[src/rtl/sm83_sequencer_if.sv]
// Handshake bundle between the SM83 instruction decoder/control and the T/M-cycle sequencer.
// The master drives the decode results and the enables; the slave (sequencer) returns the timing.
interface sm83_sequencer_if;
    logic       ce;
    logic [2:0] mcyc_base;
    logic [2:0] mcyc_taken;
    logic       is_cond;
    logic       cond_true;
    logic       is_prefix_cb;
    logic       is_halt;
    logic       is_stop;
    logic       is_alu_class;
    logic       irq;
    logic       ime;
    logic       wake;

    logic [1:0] t_cycle;
    logic [2:0] m_cycle;
    logic       last_m;
    logic       opcode_ld;
    logic       pc_inc;
    logic       bank_cb;
    logic       in_halt;
    logic       in_alu;
    logic       int_active;
    logic       int_ack;
    logic       stopped;

    modport master (
        output ce, mcyc_base, mcyc_taken, is_cond, cond_true, is_prefix_cb,
               is_halt, is_stop, is_alu_class, irq, ime, wake,
        input  t_cycle, m_cycle, last_m, opcode_ld, pc_inc, bank_cb,
               in_halt, in_alu, int_active, int_ack, stopped
    );

    modport slave (
        input  ce, mcyc_base, mcyc_taken, is_cond, cond_true, is_prefix_cb,
               is_halt, is_stop, is_alu_class, irq, ime, wake,
        output t_cycle, m_cycle, last_m, opcode_ld, pc_inc, bank_cb,
               in_halt, in_alu, int_active, int_ack, stopped
    );
endinterface

[src/rtl/sm83_sequencer.sv]
// SM83 T-cycle/M-cycle sequencer with RUN/HALT/STOP/INT states and interrupt dispatch.
// Optional: define SM83_HALT_BUG_EN to reproduce the HALT bug (skipped PC increment).
module sm83_sequencer (
    input  logic            clk,
    input  logic            reset,
    sm83_sequencer_if.slave bus
);
    typedef enum logic [1:0] {ST_RUN, ST_HALT, ST_STOP, ST_INT} state_t;

`ifdef SM83_HALT_BUG_EN
    localparam logic HALT_BUG_PC_INC = 1'b0;
`else
    localparam logic HALT_BUG_PC_INC = 1'b1;
`endif

    state_t     state_q;
    logic [1:0] t_q;
    logic [2:0] m_q;
    logic       boot_q;
    logic       bank_cb_q;
    logic       opcode_ld_q;
    logic       pc_inc_q;
    logic       int_ack_q;

    logic [2:0] len;
    logic [2:0] len_m1;
    logic       last_m;
    logic       take_int;
    logic       halt_irq_pending;

    always_comb begin
        len    = (bus.is_cond && bus.cond_true) ? bus.mcyc_taken : bus.mcyc_base;
        len_m1 = (len == 3'd0) ? 3'd0 : len - 3'd1;
    end

    assign last_m           = (m_q == len_m1);
    assign take_int         = bus.irq && bus.ime && !bus.is_prefix_cb && !bank_cb_q;
    // HALT with IME clear and an interrupt already pending never sleeps.
    assign halt_irq_pending = bus.is_halt && !bus.ime && bus.irq;

    always_ff @(posedge clk or posedge reset) begin
        if (reset) begin
            state_q     <= ST_RUN;
            t_q         <= 2'd0;
            m_q         <= 3'd0;
            boot_q      <= 1'b1;
            bank_cb_q   <= 1'b0;
            opcode_ld_q <= 1'b0;
            pc_inc_q    <= 1'b0;
            int_ack_q   <= 1'b0;
        end else if (bus.ce) begin
            opcode_ld_q <= 1'b0;
            pc_inc_q    <= 1'b0;
            int_ack_q   <= 1'b0;
            case (state_q)
                ST_RUN: begin
                    t_q <= t_q + 2'd1;
                    if (t_q == 2'd3) begin
                        if (boot_q) begin
                            // First M-cycle after reset only fetches; PC already points at the opcode.
                            boot_q      <= 1'b0;
                            m_q         <= 3'd0;
                            opcode_ld_q <= 1'b1;
                            bank_cb_q   <= 1'b0;
                        end else if (last_m) begin
                            m_q <= 3'd0;
                            if (take_int) begin
                                state_q <= ST_INT;
                            end else if (bus.is_halt && !halt_irq_pending) begin
                                state_q <= ST_HALT;
                            end else if (bus.is_stop && !bus.is_halt) begin
                                state_q <= ST_STOP;
                            end else begin
                                opcode_ld_q <= 1'b1;
                                pc_inc_q    <= halt_irq_pending ? HALT_BUG_PC_INC : 1'b1;
                                bank_cb_q   <= bus.is_prefix_cb;
                            end
                        end else begin
                            m_q <= m_q + 3'd1;
                        end
                    end
                end
                ST_HALT: begin
                    t_q <= t_q + 2'd1;
                    if (t_q == 2'd3 && bus.irq) begin
                        if (bus.ime) begin
                            state_q <= ST_INT;
                        end else begin
                            state_q     <= ST_RUN;
                            opcode_ld_q <= 1'b1;
                            pc_inc_q    <= 1'b1;
                            bank_cb_q   <= 1'b0;
                        end
                    end
                end
                ST_STOP: begin
                    if (bus.wake) begin
                        state_q <= ST_RUN;
                        t_q     <= 2'd0;
                        m_q     <= 3'd0;
                    end
                end
                ST_INT: begin
                    t_q <= t_q + 2'd1;
                    if (t_q == 2'd3) begin
                        if (m_q == 3'd3) begin
                            int_ack_q <= 1'b1;
                        end
                        if (m_q == 3'd4) begin
                            state_q     <= ST_RUN;
                            m_q         <= 3'd0;
                            opcode_ld_q <= 1'b1;
                            pc_inc_q    <= 1'b1;
                            bank_cb_q   <= 1'b0;
                        end else begin
                            m_q <= m_q + 3'd1;
                        end
                    end
                end
                default: state_q <= ST_RUN;
            endcase
        end
    end

    assign bus.t_cycle    = t_q;
    assign bus.m_cycle    = m_q;
    assign bus.last_m     = last_m;
    assign bus.opcode_ld  = opcode_ld_q;
    assign bus.pc_inc     = pc_inc_q;
    assign bus.bank_cb    = bank_cb_q;
    assign bus.in_halt    = (state_q == ST_HALT);
    assign bus.in_alu     = bus.is_alu_class && last_m && (state_q == ST_RUN);
    assign bus.int_active = (state_q == ST_INT);
    assign bus.int_ack    = int_ack_q;
    assign bus.stopped    = (state_q == ST_STOP);
endmodule

[src/flat_wrapper.sv]
// flat-port wrapper written by rule: the top's interface ports become plain ports
module sm83_sequencer_flat 
  (clk, reset, bus_ce, bus_mcyc_base, bus_mcyc_taken, bus_is_cond, bus_cond_true, bus_is_prefix_cb, bus_is_halt, bus_is_stop, bus_is_alu_class, bus_irq, bus_ime, bus_wake, bus_t_cycle, bus_m_cycle, bus_last_m, bus_opcode_ld, bus_pc_inc, bus_bank_cb, bus_in_halt, bus_in_alu, bus_int_active, bus_int_ack, bus_stopped);
  sm83_sequencer_if bus_i ();
  input  logic clk;
  input  logic reset;
  input wire logic [$bits(bus_i.ce)-1:0] bus_ce;
  input wire logic [$bits(bus_i.mcyc_base)-1:0] bus_mcyc_base;
  input wire logic [$bits(bus_i.mcyc_taken)-1:0] bus_mcyc_taken;
  input wire logic [$bits(bus_i.is_cond)-1:0] bus_is_cond;
  input wire logic [$bits(bus_i.cond_true)-1:0] bus_cond_true;
  input wire logic [$bits(bus_i.is_prefix_cb)-1:0] bus_is_prefix_cb;
  input wire logic [$bits(bus_i.is_halt)-1:0] bus_is_halt;
  input wire logic [$bits(bus_i.is_stop)-1:0] bus_is_stop;
  input wire logic [$bits(bus_i.is_alu_class)-1:0] bus_is_alu_class;
  input wire logic [$bits(bus_i.irq)-1:0] bus_irq;
  input wire logic [$bits(bus_i.ime)-1:0] bus_ime;
  input wire logic [$bits(bus_i.wake)-1:0] bus_wake;
  output wire logic [$bits(bus_i.t_cycle)-1:0] bus_t_cycle;
  output wire logic [$bits(bus_i.m_cycle)-1:0] bus_m_cycle;
  output wire logic [$bits(bus_i.last_m)-1:0] bus_last_m;
  output wire logic [$bits(bus_i.opcode_ld)-1:0] bus_opcode_ld;
  output wire logic [$bits(bus_i.pc_inc)-1:0] bus_pc_inc;
  output wire logic [$bits(bus_i.bank_cb)-1:0] bus_bank_cb;
  output wire logic [$bits(bus_i.in_halt)-1:0] bus_in_halt;
  output wire logic [$bits(bus_i.in_alu)-1:0] bus_in_alu;
  output wire logic [$bits(bus_i.int_active)-1:0] bus_int_active;
  output wire logic [$bits(bus_i.int_ack)-1:0] bus_int_ack;
  output wire logic [$bits(bus_i.stopped)-1:0] bus_stopped;
  assign bus_i.ce = bus_ce;
  assign bus_i.mcyc_base = bus_mcyc_base;
  assign bus_i.mcyc_taken = bus_mcyc_taken;
  assign bus_i.is_cond = bus_is_cond;
  assign bus_i.cond_true = bus_cond_true;
  assign bus_i.is_prefix_cb = bus_is_prefix_cb;
  assign bus_i.is_halt = bus_is_halt;
  assign bus_i.is_stop = bus_is_stop;
  assign bus_i.is_alu_class = bus_is_alu_class;
  assign bus_i.irq = bus_irq;
  assign bus_i.ime = bus_ime;
  assign bus_i.wake = bus_wake;
  assign bus_t_cycle = bus_i.t_cycle;
  assign bus_m_cycle = bus_i.m_cycle;
  assign bus_last_m = bus_i.last_m;
  assign bus_opcode_ld = bus_i.opcode_ld;
  assign bus_pc_inc = bus_i.pc_inc;
  assign bus_bank_cb = bus_i.bank_cb;
  assign bus_in_halt = bus_i.in_halt;
  assign bus_in_alu = bus_i.in_alu;
  assign bus_int_active = bus_i.int_active;
  assign bus_int_ack = bus_i.int_ack;
  assign bus_stopped = bus_i.stopped;
  sm83_sequencer u_core (.clk(clk), .reset(reset), .bus(bus_i));
endmodule
[config.mk]
export PLATFORM = sky130hd
export DESIGN_NAME = sm83_sequencer_flat
export DESIGN_NICKNAME = d
export VERILOG_FILES = /design/src/rtl/sm83_sequencer_if.sv /design/src/rtl/sm83_sequencer.sv /design/src/flat_wrapper.sv
export SDC_FILE = /design/constraint.sdc
export NUM_CORES = 1
export LEC_CHECK = 0
export ABC_AREA = 0
export CAP_MARGIN = 5
export CORE_MARGIN = 2
export CORE_UTILIZATION = 35
export CTS_CLUSTER_DIAMETER = 50
export DETAILED_ROUTE_END_ITERATION = 16
export SYNTH_ARGS = -nofsm -noshare
export SYNTH_HDL_FRONTEND = slang
export SYNTH_SLANG_ARGS = --single-unit
[constraint.sdc]
create_clock -name clk -period 2.4 [get_ports clk]
set_input_delay 0.24 -clock clk [delete_from_list [all_inputs] [get_ports clk]]
set_output_delay 0.24 -clock clk [all_outputs]
set_load 0.01 [all_outputs]
Yosys cells after proc, flatten, opt, wreduce, memory -nomap -nowiden
Cells that the tools add are included.
{"block": "totals", "input_bits": 18, "output_inout_bits": 14, "wordCells": 107, "ff_bits": 12}
{"block": "op_classes", "reduce_logical": 26, "n_addsub": 3, "n_eq_ne": 20, "muxes": 50}
{"op": "two-way mux 1 bit", "n": 25}
{"op": "two-way mux 3 bit", "n": 8}
{"op": "two-way mux 2 bit", "n": 11}
{"op": "logical AND 1 bit", "n": 11}
{"op": "AND reduction 11 bit", "n": 1}
{"op": "inequality test 2 x 1 -> 1 bit, second input constant", "n": 5}
{"op": "inequality test 3 x 2 -> 1 bit, second input constant", "n": 3}
{"op": "one-hot mux 1 bit (3 select lines)", "n": 3}
{"op": "one-hot mux 3 bit (3 select lines)", "n": 1}
{"op": "AND reduction 9 bit", "n": 1}
{"op": "one-hot mux 2 bit (4 select lines)", "n": 1}
{"op": "== test 2 bit, second input constant", "n": 3}
{"op": "inequality test 2 bit, second input constant", "n": 3}
{"op": "nonzero test 3 bit", "n": 2}
{"op": "logical NOT 1 bit", "n": 5}
{"op": "AND reduction 5 bit", "n": 1}
{"op": "inequality test 4 x 1 -> 1 bit, second input constant", "n": 1}
{"op": "one-hot mux 2 bit (2 select lines)", "n": 1}
{"op": "adder 3 x 1 -> 3 bit, second input constant", "n": 1}
{"op": "== test 3 x 2 -> 1 bit, second input constant", "n": 1}
{"op": "== test 3 bit", "n": 1}
{"op": "== test 3 bit, second input constant", "n": 1}
{"op": "logical NOT 3 bit", "n": 1}
{"op": "inequality test 3 x 1 -> 1 bit, second input constant", "n": 1}
{"op": "7 further kinds", "n": 7}

Depth between registers and ports, before layout
{"block": "depth", "ltp_word": 11, "depth_mapped": 8, "mapped_depth_nobuf": 8}

Worst setup path before layout
No wires, ideal clock.
{"block": "synth_path", "kind": "input-to-output", "startpoint": "input port bus_mcyc_base[2]", "endpoint": "output port bus_in_alu", "setup_slack_ns": 0.281, "cell_stages": 8, "required_ns": 2.160, "arrival_time_ns": 1.879, "n_path_buf": 0, "cell_sequence": "a21boi_0 > or2_2 > inv_1 > ha_1 > or4_1 > o2111ai_2 > nor2_1 > and3_1"}
{"block": "synth_via", "elab_chain_cells": 6, "word_cells_on_any_way": 7, "classes_between": "1 x add/sub; 1 x eq/ne; 2 x mux; 3 x reduce/logical"}
{"element": "from (decl)", "line": "flat_wrapper.sv:8", "rtl": "input wire logic [$bits(bus_i.mcyc_base)-1:0] bus_mcyc_base;"}
{"element": "two-way mux 3 bit (*)", "line": "sm83_sequencer.sv:32", "rtl": "len = (bus.is_cond && bus.cond_true) ? bus.mcyc_taken : bus.mcyc_base;"}
{"element": "subtractor 3 x 1 -> 3 bit or logical NOT 3 bit (tied branches)", "line": "sm83_sequencer.sv:33", "rtl": "len_m1 = (len == 3'd0) ? 3'd0 : len - 3'd1;"}
{"element": "two-way mux 3 bit (*)", "line": "sm83_sequencer.sv:33"}
{"element": "== test 3 bit (*)", "line": "sm83_sequencer.sv:36", "rtl": "assign last_m = (m_q == len_m1);"}
{"element": "named net bus_last_m", "line": "flat_wrapper.sv:21", "rtl": "output wire logic [$bits(bus_i.last_m)-1:0] bus_last_m;"}
{"element": "logical AND 1 bit (*) (2 in series)", "line": "sm83_sequencer.sv:132", "rtl": "assign bus.in_alu = bus.is_alu_class && last_m && (state_q == ST_RUN);"}
{"element": "to (decl)", "line": "flat_wrapper.sv:26", "rtl": "output wire logic [$bits(bus_i.in_alu)-1:0] bus_in_alu;"}
The timed path passes the listed nets; every way through them passes the cells marked *.

Final worst setup path
{"block": "layout_path", "startpoint": "input port bus_mcyc_taken[1]", "endpoint": "output port bus_in_alu"}
{"block": "layout_via", "elab_chain_cells": 6, "word_cells_on_any_way": 7, "classes_between": "1 x add/sub; 1 x eq/ne; 2 x mux; 3 x reduce/logical"}
{"element": "from (decl)", "line": "flat_wrapper.sv:9", "rtl": "input wire logic [$bits(bus_i.mcyc_taken)-1:0] bus_mcyc_taken;"}
{"element": "two-way mux 3 bit (*)", "line": "sm83_sequencer.sv:32"}
{"element": "subtractor 3 x 1 -> 3 bit or logical NOT 3 bit (tied branches)", "line": "sm83_sequencer.sv:33"}
{"element": "two-way mux 3 bit (*)", "line": "sm83_sequencer.sv:33"}
{"element": "== test 3 bit (*)", "line": "sm83_sequencer.sv:36"}
{"element": "logical AND 1 bit (*) (2 in series)", "line": "sm83_sequencer.sv:132"}
Mark *: on every way between the ends. The rest lies on a longest branch, timed or not.

==> results.py <==
metrics = {
    "drt": {
        "antenna_left": 0,
        "viasPerCell": 5.34,
        "drc": 1,
        "wl_per_cell_um": 14.5,
        "drt-pass1-iter-count": 10,
        "dr.first_iter.drc_count": 22,
        "routed_wl_mm": 2.88,
        "dr_total_vias": 1063,
    },
    "synthesis": {
        "async_reset_ff_share_pct": 100,
        "synthFlopType": "dfrtp_1",
        "postSynthAreaPerCell_um2": 8.61,
        "postSynthCellCount": 122,
        "yosysSeqAreaShare_pct": 28.7,
        "yosysWarnings": 0,
        "synth-seq-cells": 12,
        "syn_area_um2": 1050,
        "synth_edf_count": 0,
        "synth_fp_nets": 146,
        "yosysUniqueCellTypes": 49,
    },
    "die": {
        "initial_core_util_pct": 37.5,
        "coreArea_um2": 2810,
        "dieWidth_um": 58.8,
        "io_pins": 32,
        "die_y_um": 58.8,
        "rows": 19,
        "dieArea_um2": 3460,
    },
    "global_routing": {
        "busiest_layer": "met2",
        "grt_max_degree": 17,
        "met3_usage_pct": 5.27,
        "antenna_found_initial": 0,
        "grt_pass1_wl_mm": 4.65,
        "grt_pass1_vias": 1028,
        "track_usage_pct": 17.7,
        "grt.met1_usage_pct": 21.2,
        "globalRouteOverflowTotal": 0,
        "met2_usage_pct": 31.1,
    },
    "setup_path": {
        "cpLargestDelayFamily": "simple AND/OR/NAND/NOR gates",
        "crit_type": "in -> out",
        "max_stage_delay_ps": 520,
        "crit_chain": "dlygate4sd2_1 -> and4bb_4 -> nor2_4 -> inv_1 -> ha_4 -> or4_4 -> o2111ai_4 -> nor2_2 -> and3_1 -> buf_2",
        "critPathCaptureType": "output port",
        "crit_fanout": 2,
        "crit_slowest_cell": "or4_4",
        "worstPathRequired_ps": 2160,
        "start_kind": "input port",
        "path_buf_inv": 3,
        "rrSetupSlack_ps": 490,
        "worstPathArrival_ps": 2040,
    },
    "clock_network": {
        "clock_path_buffers": 2,
        "cts.sinks": 12,
        "clk_latency_ps": 280,
        "cts_tree": "done",
        "cts_max_level": 1,
        "cts_buffers": 3,
        "path_clk_slew_ps": 90,
        "cts_root_buffer": "clkbuf_4",
        "hold_buffers": 0,
    },
    "timing": {
        "fmax_ghz": 0.438,
        "rsz0062_at_grt": "no",
        "period_needed_ps": 2280,
        "tns_ps": 0,
        "fin_skew_ps": 1.42,
        "timing.hold.ws_ps": 281,
        "fin_crit_sh_pct": 95.1,
        "slew_headroom_pct": 66.8,
        "setup_violations": 0,
        "tightest_slew_ps": 498,
        "drv_slew": 0,
        "hold_viol_final": 0,
        "fin_ws_ps": 117,
    },
    "cells_and_area": {
        "area_delta_synth_final_pct": 50.2,
        "drive_gt1_share_pct": 25.6,
        "diodes": 0,
        "final_area_um2": 1580,
        "nets": 193,
        "utilization_pct": 56.3,
    },
    "run": {
        "drv_cap": 0,
    },
    "place": {
        "place.detailed.hpwl_mm": 2.20,
        "gp_congestion": 0.787,
        "dp_slack_ps": -565,
        "port_buffers": 31,
        "place_area_um2": 1480,
    },
    "run_status": {
        "status": "finished, violations left",
        "violations": "design-rule violations",
    },
    "pwr": {
        "irDropWorstVdd_v": 0.000443,
        "p_leak_nw": 0.702,
        "p_per_area_nw_per_um2": 652,
    },
    "hold_path": {
        "hold_path_class": "in -> async",
    },
}
[per-layer routing]
layer / vias up / wire, µm
met4: 0 / 38
met3: 4 / 175
li1: 542 / -
met5: - / 0
met1: 483 / 1240
met2: 34 / 1430
[cells in the final DEF (no fill, tap or decap), drive strengths merged, types with 3 or more instances in the layout]
| master | instances |
|---|---|
| dlymetal6s2s | 3 |
| nor2 | 9 |
| clkbuf | 6 |
| dlygate4sd2 | 3 |
| o21ai | 10 |
| inv | 11 |
| clkdlybuf4s50 | 21 |
| a21oi | 5 |
| nand2 | 8 |
| o21a | 3 |
| buf | 17 |
| and3 | 3 |
| nand3 | 3 |
| ha | 6 |
| a21boi | 6 |
| dfrtp | 11 |
[cells in the mapped netlist, types with 3 or more instances]
master,count,area [µm²]
a21boi_1,3,22.5
o21a_1,3,22.5
clkbuf_1,4,15.0
nand3_1,3,15.0
inv_1,11,41.3
o21ai_0,9,45.0
dfrtp_1,11,275
nand2_1,8,30.0
a21boi_0,3,22.5
ha_1,6,75.1
and3_1,3,18.8
nor2_1,9,33.8
a21oi_1,5,25.0
[cells by family after synthesis]
| logic type | after synthesis | synth area share (%) |
|---|---|---|
| compound gates | 44 | 32.9 |
| simple gates | 40 | 21.0 |
| buf+inv | 15 | 5.36 |
| flops | 12 | 28.7 |
| fa+ha+maj | 6 | 7.14 |
| mux | 3 | 3.33 |
| xor+xnor | 2 | 1.67 |
[sequential cells by signal (all words and copies together) (netlist names)]
register / cells
u_core.state_q: 2
u_core.bus.t_cycle: 2
u_core.bus.int_ack: 1
u_core.bus.bank_cb: 1
u_core.bus.m_cycle: 3
u_core.bus.opcode_ld: 1
u_core.bus.pc_inc: 1
u_core.boot_q: 1
[what timing repair did]
action                     in CTS  in global routing
resized for setup              23                 11
pin swaps                       6                  5
setup buffers                   1                  1
setup endpoints to repair       2                  2
cloned                          0                  0
[path summary, 6_finish.rpt]
check                                                   start                             end  cells past startpoint
worst max-delay path                        bus_mcyc_taken[1]                      bus_in_alu                     10
worst min-delay path                                    reset  u_core.bus.int_ack$_DFFE_PP0P_                      2
worst max register to register  u_core.state_q[1]$_DFFE_PP0P_  u_core.bus.bank_cb$_DFFE_PP0P_                      5
worst min register to register      u_core.boot_q$_DFFE_PP1P_       u_core.boot_q$_DFFE_PP1P_                      1
max in group asynchronous                               reset       u_core.boot_q$_DFFE_PP1P_                      2
min in group clk                    u_core.boot_q$_DFFE_PP1P_       u_core.boot_q$_DFFE_PP1P_                      1
[where the power goes]
group | internal (W) | total (W) | switching (W)
registers | 0.000242 | 0.000298 | 0.0000564
clock network | 0.0000923 | 0.000173 | 0.0000803
logic | 0.000294 | 0.000558 | 0.000264
[per-stage QoR]
stage          total power (W)  instances
2_1_floorplan         0.000581        122
3_3_place_gp          0.000827        193
3_5_place_dp          0.000838        193
4_1_cts                0.00101        198
5_1_grt                0.00110        199
6_report               0.00103        199
[area by class of cell]
class                   instances  area [µm²]
repair buffers                 46         407
flip-flops and latches         12         302
clock buffers                   4        36.3
multi-input cells              95         754
inverters                      11        41.3
fillers                       252        1230
well taps                      31        38.8
Note: power is estimated with default switching activity, not from simulation.
